==> src/rtl/keypad_score_entry.sv <==
// 4x4 keypad scanner with debounce and decimal score entry (0..MAX_VALUE, up to 3 digits).
// Presents the live entry as BCD and commits it as a 7-bit binary score on Enter.
module keypad_score_entry #(
  parameter int SCAN_DIV       = 1000,
  parameter int DEBOUNCE_SCANS = 4,
  parameter int MAX_VALUE      = 100
) (
  input  logic       clk,
  input  logic       RST,
  output logic [3:0] KEY_COL,
  input  logic [3:0] KEY_ROW,
  output logic       key_valid,
  output logic [3:0] key_code,
  output logic [3:0] bcd_hundreds,
  output logic [3:0] bcd_tens,
  output logic [3:0] bcd_units,
  output logic [1:0] digit_cnt,
  output logic [6:0] score_out,
  output logic       score_valid,
  output logic       err
);

  localparam int SLOT_W = (SCAN_DIV > 1) ? $clog2(SCAN_DIV) : 1;
  localparam int CNT_W  = $clog2(DEBOUNCE_SCANS + 1);
  localparam logic [SLOT_W-1:0] SLOT_LAST = SLOT_W'(SCAN_DIV - 1);
  localparam logic [CNT_W-1:0]  CNT_TGT   = CNT_W'(DEBOUNCE_SCANS);
  localparam logic [10:0]       MAX_T     = 11'(MAX_VALUE);

  localparam logic [3:0] CODE_CLR   = 4'd3;
  localparam logic [3:0] CODE_BKSP  = 4'd7;
  localparam logic [3:0] CODE_ENTER = 4'd14;
  localparam logic [3:0] NOT_DIGIT  = 4'hF;

  typedef enum logic [1:0] {S_IDLE, S_CAND, S_HELD} state_t;

  function automatic logic [3:0] key_digit(input logic [3:0] code);
    case (code)
      4'd0:    key_digit = 4'd1;
      4'd1:    key_digit = 4'd2;
      4'd2:    key_digit = 4'd3;
      4'd4:    key_digit = 4'd4;
      4'd5:    key_digit = 4'd5;
      4'd6:    key_digit = 4'd6;
      4'd8:    key_digit = 4'd7;
      4'd9:    key_digit = 4'd8;
      4'd10:   key_digit = 4'd9;
      4'd13:   key_digit = 4'd0;
      default: key_digit = NOT_DIGIT;
    endcase
  endfunction

  function automatic logic [11:0] to_bcd(input logic [6:0] v);
    to_bcd = {4'(v / 7'd100), 4'((v / 7'd10) % 7'd10), 4'(v % 7'd10)};
  endfunction

  logic [3:0]        row_s1_q, row_s2_q;
  logic [SLOT_W-1:0] slot_q, slot_d;
  logic [1:0]        col_q, col_d;
  logic [15:0]       seen_q, seen_d;
  logic              slot_end, scan_done, one_key;
  logic [15:0]       scan_bits;
  logic [3:0]        scan_code;

  state_t            state_q, state_d;
  logic [3:0]        cand_q, cand_d;
  logic [CNT_W-1:0]  cnt_q, cnt_d, cnt_inc;

  logic              key_valid_q, key_valid_d;
  logic [3:0]        key_code_q, key_code_d;

  logic [6:0]        value_q, value_d;
  logic [1:0]        dc_q, dc_d;
  logic [6:0]        score_q, score_d;
  logic              sv_q, sv_d;
  logic              err_q, err_d;
  logic [11:0]       bcd_q, bcd_d;
  logic [3:0]        dig;
  logic [10:0]       t_sum;

  // Column scanner: each slot's rows are merged into a 16-bit map indexed row*4+col
  always_comb begin
    slot_end  = (slot_q == SLOT_LAST);
    scan_done = slot_end && (col_q == 2'd3);
    slot_d    = slot_end ? '0 : slot_q + SLOT_W'(1);
    col_d     = slot_end ? col_q + 2'd1 : col_q;
    scan_bits = seen_q;
    for (int r = 0; r < 4; r++) begin
      if (slot_end && row_s2_q[r]) scan_bits[4*r + int'(col_q)] = 1'b1;
    end
    seen_d    = scan_done ? '0 : scan_bits;
    one_key   = scan_done && (scan_bits != 16'd0) &&
                ((scan_bits & (scan_bits - 16'd1)) == 16'd0);
    scan_code = '0;
    for (int i = 0; i < 16; i++) begin
      if (scan_bits[i]) scan_code = 4'(i);
    end
  end

  // Debounce FSM: next state. Multi-key scans fall into the !one_key path like NONE.
  always_comb begin
    state_d = state_q;
    cand_d  = cand_q;
    cnt_d   = cnt_q;
    cnt_inc = cnt_q + CNT_W'(1);
    if (scan_done) begin
      case (state_q)
        S_IDLE: begin
          if (one_key) begin
            cand_d = scan_code;
            if (DEBOUNCE_SCANS <= 1) begin
              state_d = S_HELD;
              cnt_d   = '0;
            end else begin
              state_d = S_CAND;
              cnt_d   = CNT_W'(1);
            end
          end
        end
        S_CAND: begin
          if (!one_key) begin
            state_d = S_IDLE;
            cnt_d   = '0;
          end else if (scan_code != cand_q) begin
            cand_d = scan_code;
            cnt_d  = CNT_W'(1);
          end else if (cnt_inc == CNT_TGT) begin
            state_d = S_HELD;
            cnt_d   = '0;
          end else begin
            cnt_d = cnt_inc;
          end
        end
        S_HELD: begin
          if (one_key) begin
            cnt_d = '0;
          end else if (cnt_inc == CNT_TGT) begin
            state_d = S_IDLE;
            cnt_d   = '0;
          end else begin
            cnt_d = cnt_inc;
          end
        end
        default: begin
          state_d = S_IDLE;
          cnt_d   = '0;
        end
      endcase
    end
  end

  // Debounce FSM: outputs
  always_comb begin
    key_valid_d = scan_done && one_key &&
                  (((state_q == S_IDLE) && (DEBOUNCE_SCANS <= 1)) ||
                   ((state_q == S_CAND) && (scan_code == cand_q) && (cnt_inc == CNT_TGT)));
    key_code_d  = key_valid_d ? scan_code : key_code_q;
  end

  // Entry update, one cycle after the accepted key pulse
  always_comb begin
    value_d = value_q;
    dc_d    = dc_q;
    score_d = score_q;
    sv_d    = 1'b0;
    err_d   = 1'b0;
    dig     = key_digit(key_code_q);
    t_sum   = 11'(value_q) * 11'd10 + {7'd0, dig};
    bcd_d   = to_bcd(value_q);
    if (key_valid_q) begin
      if (dig != NOT_DIGIT) begin
        if ((dc_q == 2'd3) || (t_sum > MAX_T)) begin
          err_d = 1'b1;
        end else begin
          value_d = t_sum[6:0];
          dc_d    = dc_q + 2'd1;
        end
      end else begin
        case (key_code_q)
          CODE_CLR: begin
            value_d = '0;
            dc_d    = '0;
          end
          CODE_BKSP: begin
            if (dc_q == 2'd0) begin
              err_d = 1'b1;
            end else begin
              value_d = value_q / 7'd10;
              dc_d    = dc_q - 2'd1;
            end
          end
          CODE_ENTER: begin
            if (dc_q == 2'd0) begin
              err_d = 1'b1;
            end else begin
              score_d = value_q;
              sv_d    = 1'b1;
              value_d = '0;
              dc_d    = '0;
            end
          end
          default: ;
        endcase
      end
    end
  end

  always_ff @(posedge clk) begin
    if (RST) begin
      row_s1_q    <= '0;
      row_s2_q    <= '0;
      slot_q      <= '0;
      col_q       <= '0;
      seen_q      <= '0;
      state_q     <= S_IDLE;
      cand_q      <= '0;
      cnt_q       <= '0;
      key_valid_q <= 1'b0;
      key_code_q  <= '0;
      value_q     <= '0;
      dc_q        <= '0;
      score_q     <= '0;
      sv_q        <= 1'b0;
      err_q       <= 1'b0;
      bcd_q       <= '0;
    end else begin
      row_s1_q    <= KEY_ROW;
      row_s2_q    <= row_s1_q;
      slot_q      <= slot_d;
      col_q       <= col_d;
      seen_q      <= seen_d;
      state_q     <= state_d;
      cand_q      <= cand_d;
      cnt_q       <= cnt_d;
      key_valid_q <= key_valid_d;
      key_code_q  <= key_code_d;
      value_q     <= value_d;
      dc_q        <= dc_d;
      score_q     <= score_d;
      sv_q        <= sv_d;
      err_q       <= err_d;
      bcd_q       <= bcd_d;
    end
  end

  assign KEY_COL      = 4'b0001 << col_q;
  assign key_valid    = key_valid_q;
  assign key_code     = key_code_q;
  assign bcd_hundreds = bcd_q[11:8];
  assign bcd_tens     = bcd_q[7:4];
  assign bcd_units    = bcd_q[3:0];
  assign digit_cnt    = dc_q;
  assign score_out    = score_q;
  assign score_valid  = sv_q;
  assign err          = err_q;

endmodule

==> config.mk <==
export PLATFORM = sky130hd
export DESIGN_NAME = keypad_score_entry
export DESIGN_NICKNAME = d
export VERILOG_FILES = /design/src/rtl/keypad_score_entry.sv
export SDC_FILE = /design/constraint.sdc
export NUM_CORES = 1
export LEC_CHECK = 0
export ABC_AREA = 0
export CELL_PAD_IN_SITES_DETAIL_PLACEMENT = 1
export CELL_PAD_IN_SITES_GLOBAL_PLACEMENT = 2
export CORE_MARGIN = 2
export CORE_UTILIZATION = 33
export DETAILED_ROUTE_END_ITERATION = 7
export PLACE_DENSITY_LB_ADDON = 0.1
export SLEW_MARGIN = 5
export SYNTH_ARGS = -nofsm -noshare
export SYNTH_HDL_FRONTEND = slang
export SYNTH_SLANG_ARGS = --single-unit
==> constraint.sdc <==
create_clock -name clk -period 3.6 [get_ports clk]
set_clock_uncertainty 0.05 [all_clocks]
set_input_delay 0.36 -clock clk [delete_from_list [all_inputs] [get_ports clk]]
set_output_delay 0.36 -clock clk [all_outputs]
set_load 0.01 [all_outputs]
==> qor.txt, run 1 <==
Multi-input gate area: 0.00345 mm²
Hold_sp: row_s1_q[0]$_SDFF_PP0_
CTS clock-pin slew for the worst setup and hold paths: 0.06 ns
Worst r2r path cells: 16
Critical Path Source Type: flip-flop
I/O Buffers: 34
H-tree depth: 3
Placed cells: 862
DP Area: 0.00600 mm²
Initial antenna violation count: 0
Seq/Total Area, Yosys: 32.4%
Cell with the most instances after synthesis: nor2_1
Worst flop-to-flop path endpoint: dig[2]$_DFF_P_
Die extent in y: 127 µm
R2R Setup Slk: 0.03 ns
Total GRT Usage: 19.3%
Least-Margin Pin Slew: 0.719 ns
First-pass GRT wire length: 25200 µm
CP Capture Type: flip-flop
Final period util: 99.3%
Cell count after synthesis: 595
Worst r2r src: slot_q[1]$_SDFF_PP0_
Post-synth ARST share: 0%
Slew headroom: 52.1%
Cell area power density: 272 mW/mm²
CP Max Fanout: 6
RSZ-0062 raised after global routing: true
Cts hold-fix bufs: 0
CTS tree: yes
Vias/cell: 5.32
Final WL: 15300 µm
Fill count: 1716
Number of max-cap violations: 0
Total Nets Final: 755
Synth area leader: dfxtp_1
Ant. Diodes: 0
Crit path DAT: 3.76 ns
DR pass1 iterations: 4
Design Area, Final: 0.00690 mm²
Post-Syn Area per Cell: 8.41 µm²
Worst setup path class: flip-flop to flip-flop
Final std cells w/o fill: 909
Yosys cell types: 77
Top_reg_cell synth: dfxtp_1
Hold Path Sink: row_s2_q[0]$_SDFF_PP0_
Largest cells by area after synthesis: dfxtp_1 (32%), nor2_1 (7.2%), ha_1 (6.8%)
Remaining Overflow, GRT: 0
Vias in the first global route: 5075
Layout cells sized above 1: 27.2%
Area Growth Syn to Fin: 38.0%
Root buf cell: clkbuf_16
Final hold vios: 0
Mapped cell area: 0.00500 mm²
Final Wtd Congestion: 0.806
EDFF count, synth: 0
WL/cell: 16.8 µm
Hold Path Class: flip-flop to flip-flop
Initial DRC count: 251
Die Area: 0.0162 mm²
Static Leak: 2.86 nW
Die Wd: 127 µm
Maximum vdd drop: 0.179 mV
Yosys top cell area share: 32.4%
Worst EP required: 3.78 ns
Rows: 44
Register bit count reported by yosys: 81
CORE AREA: 0.0146 mm²
Status: complete, no violations
Top cells by count, synth: nor2_1 (96), dfxtp_1 (81), a21oi_1 (35)
Ys Warns: 0
Clk_lat worst skew: 0.34 ns
CTS sink cnt: 81
DRC: 0
Initial Util: 34.2%
DP HPWL: 10900 µm
Hold Crit Depth: 1
Crit path time final: 3.57 ns
Top Ports: 38
CTS Buffer Depth: 2
Largest net degree at the start of global routing: 32
Seq. cell area: 0.00164 mm²
Antenna-violating nets left: 0
Via count of the routed design: 4840
Pins Over Slew Limit: 0
Fmax: 280 MHz
Setup_tns: 0 ns
Final setup vio count: 0
TritonCTS buffer count: 9
-- cells in the final DEF, fill, tap and decap left out, types with 7 or more instances in the layout --
| cell | n |
|---|---|
| ha_1 | 21 |
| nor2_1 | 95 |
| nand2b_1 | 15 |
| o21ai_0 | 16 |
| nand4_1 | 8 |
| inv_1 | 26 |
| dfxtp_2 | 8 |
| and2_1 | 8 |
| buf_4 | 100 |
| dfxtp_1 | 71 |
| buf_6 | 8 |
| mux2i_1 | 17 |
| nor2b_1 | 21 |
| xnor2_1 | 12 |
| a21oi_1 | 31 |
| nand3_1 | 11 |
| xor2_1 | 8 |
| clkdlybuf4s50_1 | 33 |
| a31oi_1 | 8 |
| o211ai_1 | 7 |
| clkbuf_16 | 9 |
| a211oi_1 | 8 |
| nand2_1 | 30 |
| nor3_1 | 10 |
-- state kept, by name, summed over array words and instances, names as in the netlist --
name,flops
row_s2_q,4
score_valid,1
slot_q,10
err,1
key_code,4
cnt_q,3
key_valid,1
digit_cnt,2
score_out,7
cand_q,4
bcd_q,9
value_q,7
state_q,2
dig,4
row_s1_q,4
col_q,2
seen_q,16
-- report_power, final --
group	internal, mW	leakage [nW]	switching, mW
logic	0.0153	2.05	0.0261
clock network	0.555	0.144	0.369
registers	0.902	0.660	0.00793
-- routing by layer --
metal	wire, µm	track usage [%]	vias up
met2	7360	32.4	56
met1	7270	25.7	2389
met4	229	6.21	0
li1	-	-	2380
met3	425	2.72	15
met5	0	0	-
-- worst max-delay path, stage by stage, from the launching register on --
cell and delay, ns:
dfxtp_2 0.35, ha_4 0.18, nand4_4 0.15, buf_6 0.17, o41a_1 0.48, nand4_1 0.15, buf_4 0.14, mux2i_4 0.07
nor4_2 0.32, nand3_2 0.16, nor3_4 0.19, buf_4 0.16, mux2i_2 0.24, nor2_2 0.09, ha_1 0.28, nor3_2 0.23
a21oi_2 0.04
-- stage by stage --
step / util (%) / power, mW / hold slack [ns] / setup slack, ns
CTS: 45.0 / 1.90 / 0.393 / 0.00239
floorplan: - / 0.954 / 0.363 / 0.0280
global placement: 41.0 / 0.967 / 0.373 / -0.0746
detailed placement: 41.0 / 0.969 / 0.379 / -0.331
global route: 47.1 / 1.95 / 0.409 / -0.180
finish: 47.1 / 1.88 / 0.390 / 0.0270
-- kinds of logic after synthesis --
logic type | count (synthesis) | share of synthesized area (%)
buf+inv | 61 | 5.35
flops | 81 | 32.4
xor+xnor | 21 | 3.68
other cells | 1 | 0.0750
compound gates | 135 | 20.2
fa+ha+maj | 29 | 7.56
mux | 23 | 4.75
simple gates | 244 | 25.9
-- what timing repair did --
item / in CTS / in global routing
buffers inserted: 16 / 14
pin swaps: 17 / 22
gates cloned: 1 / 0
endpoints found under the setup margin: 4 / 4
resized for setup: 38 / 41
-- area by class of cell --
cell class                      count  area share (%)
Multi-Input combinational cell    456            50.0
Sequential cell                    81            23.7
Timing Repair Buffer              142            17.0
Clock buffer                       13            3.63
Tap cell                          184            3.34
Inverter                           30            1.63
Clock inverter                      3           0.580
-- how the worst max path moves through the flow --
| stage | startpoint | to | depth (start not counted) |
|---|---|---|---|
| final | slot_q[1]$_SDFF_PP0_ | dig[2]$_DFF_P_ | 16 |
| after global routing | slot_q[1]$_SDFF_PP0_ | dig[2]$_DFF_P_ | 16 |
| after CTS | col_q[0]$_SDFFE_PP0N_ | dig[2]$_DFF_P_ | 16 |
| after detailed placement | col_q[0]$_SDFFE_PP0N_ | dig[2]$_DFF_P_ | 16 |
| after global placement | col_q[0]$_SDFFE_PP0N_ | dig[1]$_DFF_P_ | 16 |
| after floorplan | slot_q[0]$_SDFF_PP0_ | dig[1]$_DFF_P_ | 15 |
(Power assumes the default switching activity.)
==> run 2: changes to the inputs <==
--- a/config.mk
+++ b/config.mk
@@ -10,8 +10,10 @@
 export CELL_PAD_IN_SITES_GLOBAL_PLACEMENT = 2
 export CORE_MARGIN = 2
 export CORE_UTILIZATION = 33
+export CTS_CLUSTER_DIAMETER = 120
 export DETAILED_ROUTE_END_ITERATION = 7
 export PLACE_DENSITY_LB_ADDON = 0.1
+export RECOVER_POWER = 25
 export SLEW_MARGIN = 5
 export SYNTH_ARGS = -nofsm -noshare
 export SYNTH_HDL_FRONTEND = slang
==> qor.txt, run 2 (synthesis gave the netlist of run 1 again) <==
Hold Crit Depth: 1
CTS Buffer Depth: 2
Fill count: 1716
Area Growth Syn to Fin: 38.0%
Commonest non-fill, non-tap cell in the layout: buf_4
Rows: 44
Die extent in y: 127 µm
CP Capture Type: flip-flop
CTS sink cnt: 81
CP max stage cell: o41a_1
Worst r2r path cells: 16
Least-Margin Pin Slew: 0.720 ns
Final Wtd Congestion: 0.806
CP Max Fanout: 6
Maximum vdd drop: 0.179 mV
Placed cells: 862
Root buf cell: clkbuf_16
Total GRT Usage: 19.3%
Die Wd: 127 µm
Die Area: 0.0162 mm²
DP HPWL: 10900 µm
Final setup vio count: 0
Layout cells sized above 1: 27.0%
Top Ports: 38
Status: complete, no violations
CTS clock-pin slew for the worst setup and hold paths: 0.06 ns
Antenna-violating nets left: 0
Worst EP required: 3.78 ns
Initial Util: 34.2%
RSZ-0062 raised after global routing: true
Multi-input gate area: 0.00345 mm²
Largest register FFs: 16
DRC: 0
Clk_lat worst skew: 0.34 ns
TritonCTS buffer count: 9
WL/cell: 16.8 µm
Total Nets Final: 755
Vias in the first global route: 5075
Final std cells w/o fill: 909
Crit-path cells: ha_4 > nand4_4 > buf_6 > o41a_1 > nand4_1 > buf_4 > mux2i_4 > nor4_2 > nand3_2 > nor3_4 > buf_4 > mux2i_2 > nor2_2 > ha_1 > nor3_2 > a21oi_2
First-pass GRT wire length: 25200 µm
Number of max-cap violations: 0
Crit path DAT: 3.76 ns
Seq. cell area: 0.00164 mm²
Commonest non-fill, non-tap cells in the layout: buf_4 (100), nor2_1 (95), dfxtp_1 (71)
Cts hold-fix bufs: 0
Critical Path Source Type: flip-flop
Pins Over Slew Limit: 0
Initial DRC count: 251
Largest regs: seen_q: 16 flops, slot_q: 10 flops, bcd_q: 9 flops
Initial antenna violation count: 0
CTS tree: yes
Pwr Total: 1.88 mW
DR pass1 iterations: 4
Ant. Diodes: 0
CORE AREA: 0.0146 mm²
Hold Path Class: flip-flop to flip-flop
Final hold vios: 0
Final period util: 99.3%
Finished Core Util: 47.1%
Fmax: 280 MHz
Largest net degree at the start of global routing: 32
Via count of the routed design: 4847
Crit path top cell by count: buf_4
H-tree depth: 3
Static Leak: 2.89 nW
Remaining Overflow, GRT: 0
Worst path max stage delay: 0.48 ns
Cell area power density: 272 mW/mm²
I/O Buffers: 34
Vias/cell: 5.33
Biggest register: seen_q
Worst setup path class: flip-flop to flip-flop
Slew headroom: 52.0%
Crit path time final: 3.57 ns
Final WL: 15300 µm
run 2: changes by cell type in the layout (fill, tap and decap cells not counted):
cell / before / now
clkdlybuf4s50_1: 33 / 23
or2_2: 1 / 0
dlygate4sd3_1: 0 / 10
or2_0: 0 / 1
run 2: report_power, final:
| part | total [mW] | leakage (nW) | internal, mW | switching, mW |
|---|---|---|---|---|
| logic | 0.0412 | 2.09 | 0.0151 | 0.0261 |
| clock network | 0.925 | 0.144 | 0.555 | 0.370 |
| registers | 0.910 | 0.660 | 0.902 | 0.00795 |
| total | 1.88 | 2.89 | 1.47 | 0.404 |
run 2: cell type report:
cell class	count	share of cell area (%)
clock inverters	3	0.580
well taps	184	3.34
repair buffers	142	17.0
clock buffers	13	3.63
inverters	30	1.63
multi-input cells	456	50.0
flip-flops and latches	81	23.7
run 2: path summary, 6_finish.rpt:
| path | slack, ns | startpoint | to |
|---|---|---|---|
| max | 0.03 | slot_q[1]$_SDFF_PP0_ | dig[2]$_DFF_P_ |
| max reg2reg | 0.03 | slot_q[1]$_SDFF_PP0_ | dig[2]$_DFF_P_ |
| min | 0.39 | row_s1_q[0]$_SDFF_PP0_ | row_s2_q[0]$_SDFF_PP0_ |
| min reg2reg | 0.39 | row_s1_q[0]$_SDFF_PP0_ | row_s2_q[0]$_SDFF_PP0_ |
run 2: metrics by stage:
step	setup WS, ns	cell area, µm²	setup TNS, ns	hold WS, ns
6_report	0.0266	6900	0	0.390
5_1_grt	-0.180	6900	-0.507	0.409
4_1_cts	0.00239	6590	0	0.393
3_5_place_dp	-0.331	6000	-1.07	0.379
3_3_place_gp	-0.0746	6000	-0.221	0.373
2_1_floorplan	0.0280	5010	0	0.363
run 2: critical path: cells and delay by family (launching register included):
family | cells | cell delay, ns
buf+inv | 3 | 0.48
fa+ha+maj | 2 | 0.46
compound gates | 2 | 0.52
flops | 1 | 0.35
mux | 2 | 0.31
simple gates | 7 | 1.29
run 2: routing by layer:
layer | global-route usage (%) | vias up | routed length, µm
met5 | 0 | - | 0
met4 | 6.21 | 0 | 229
met3 | 2.72 | 15 | 426
met2 | 32.4 | 58 | 7340
met1 | 25.7 | 2396 | 7270
li1 | - | 2378 | -
run 2: timing repair:
action / 4_1_cts / 5_1_grt
cloned: 1 / 0
pin swaps: 17 / 22
setup endpoints to repair: 4 / 4
resized for setup: 38 / 41
setup buffers: 16 / 14
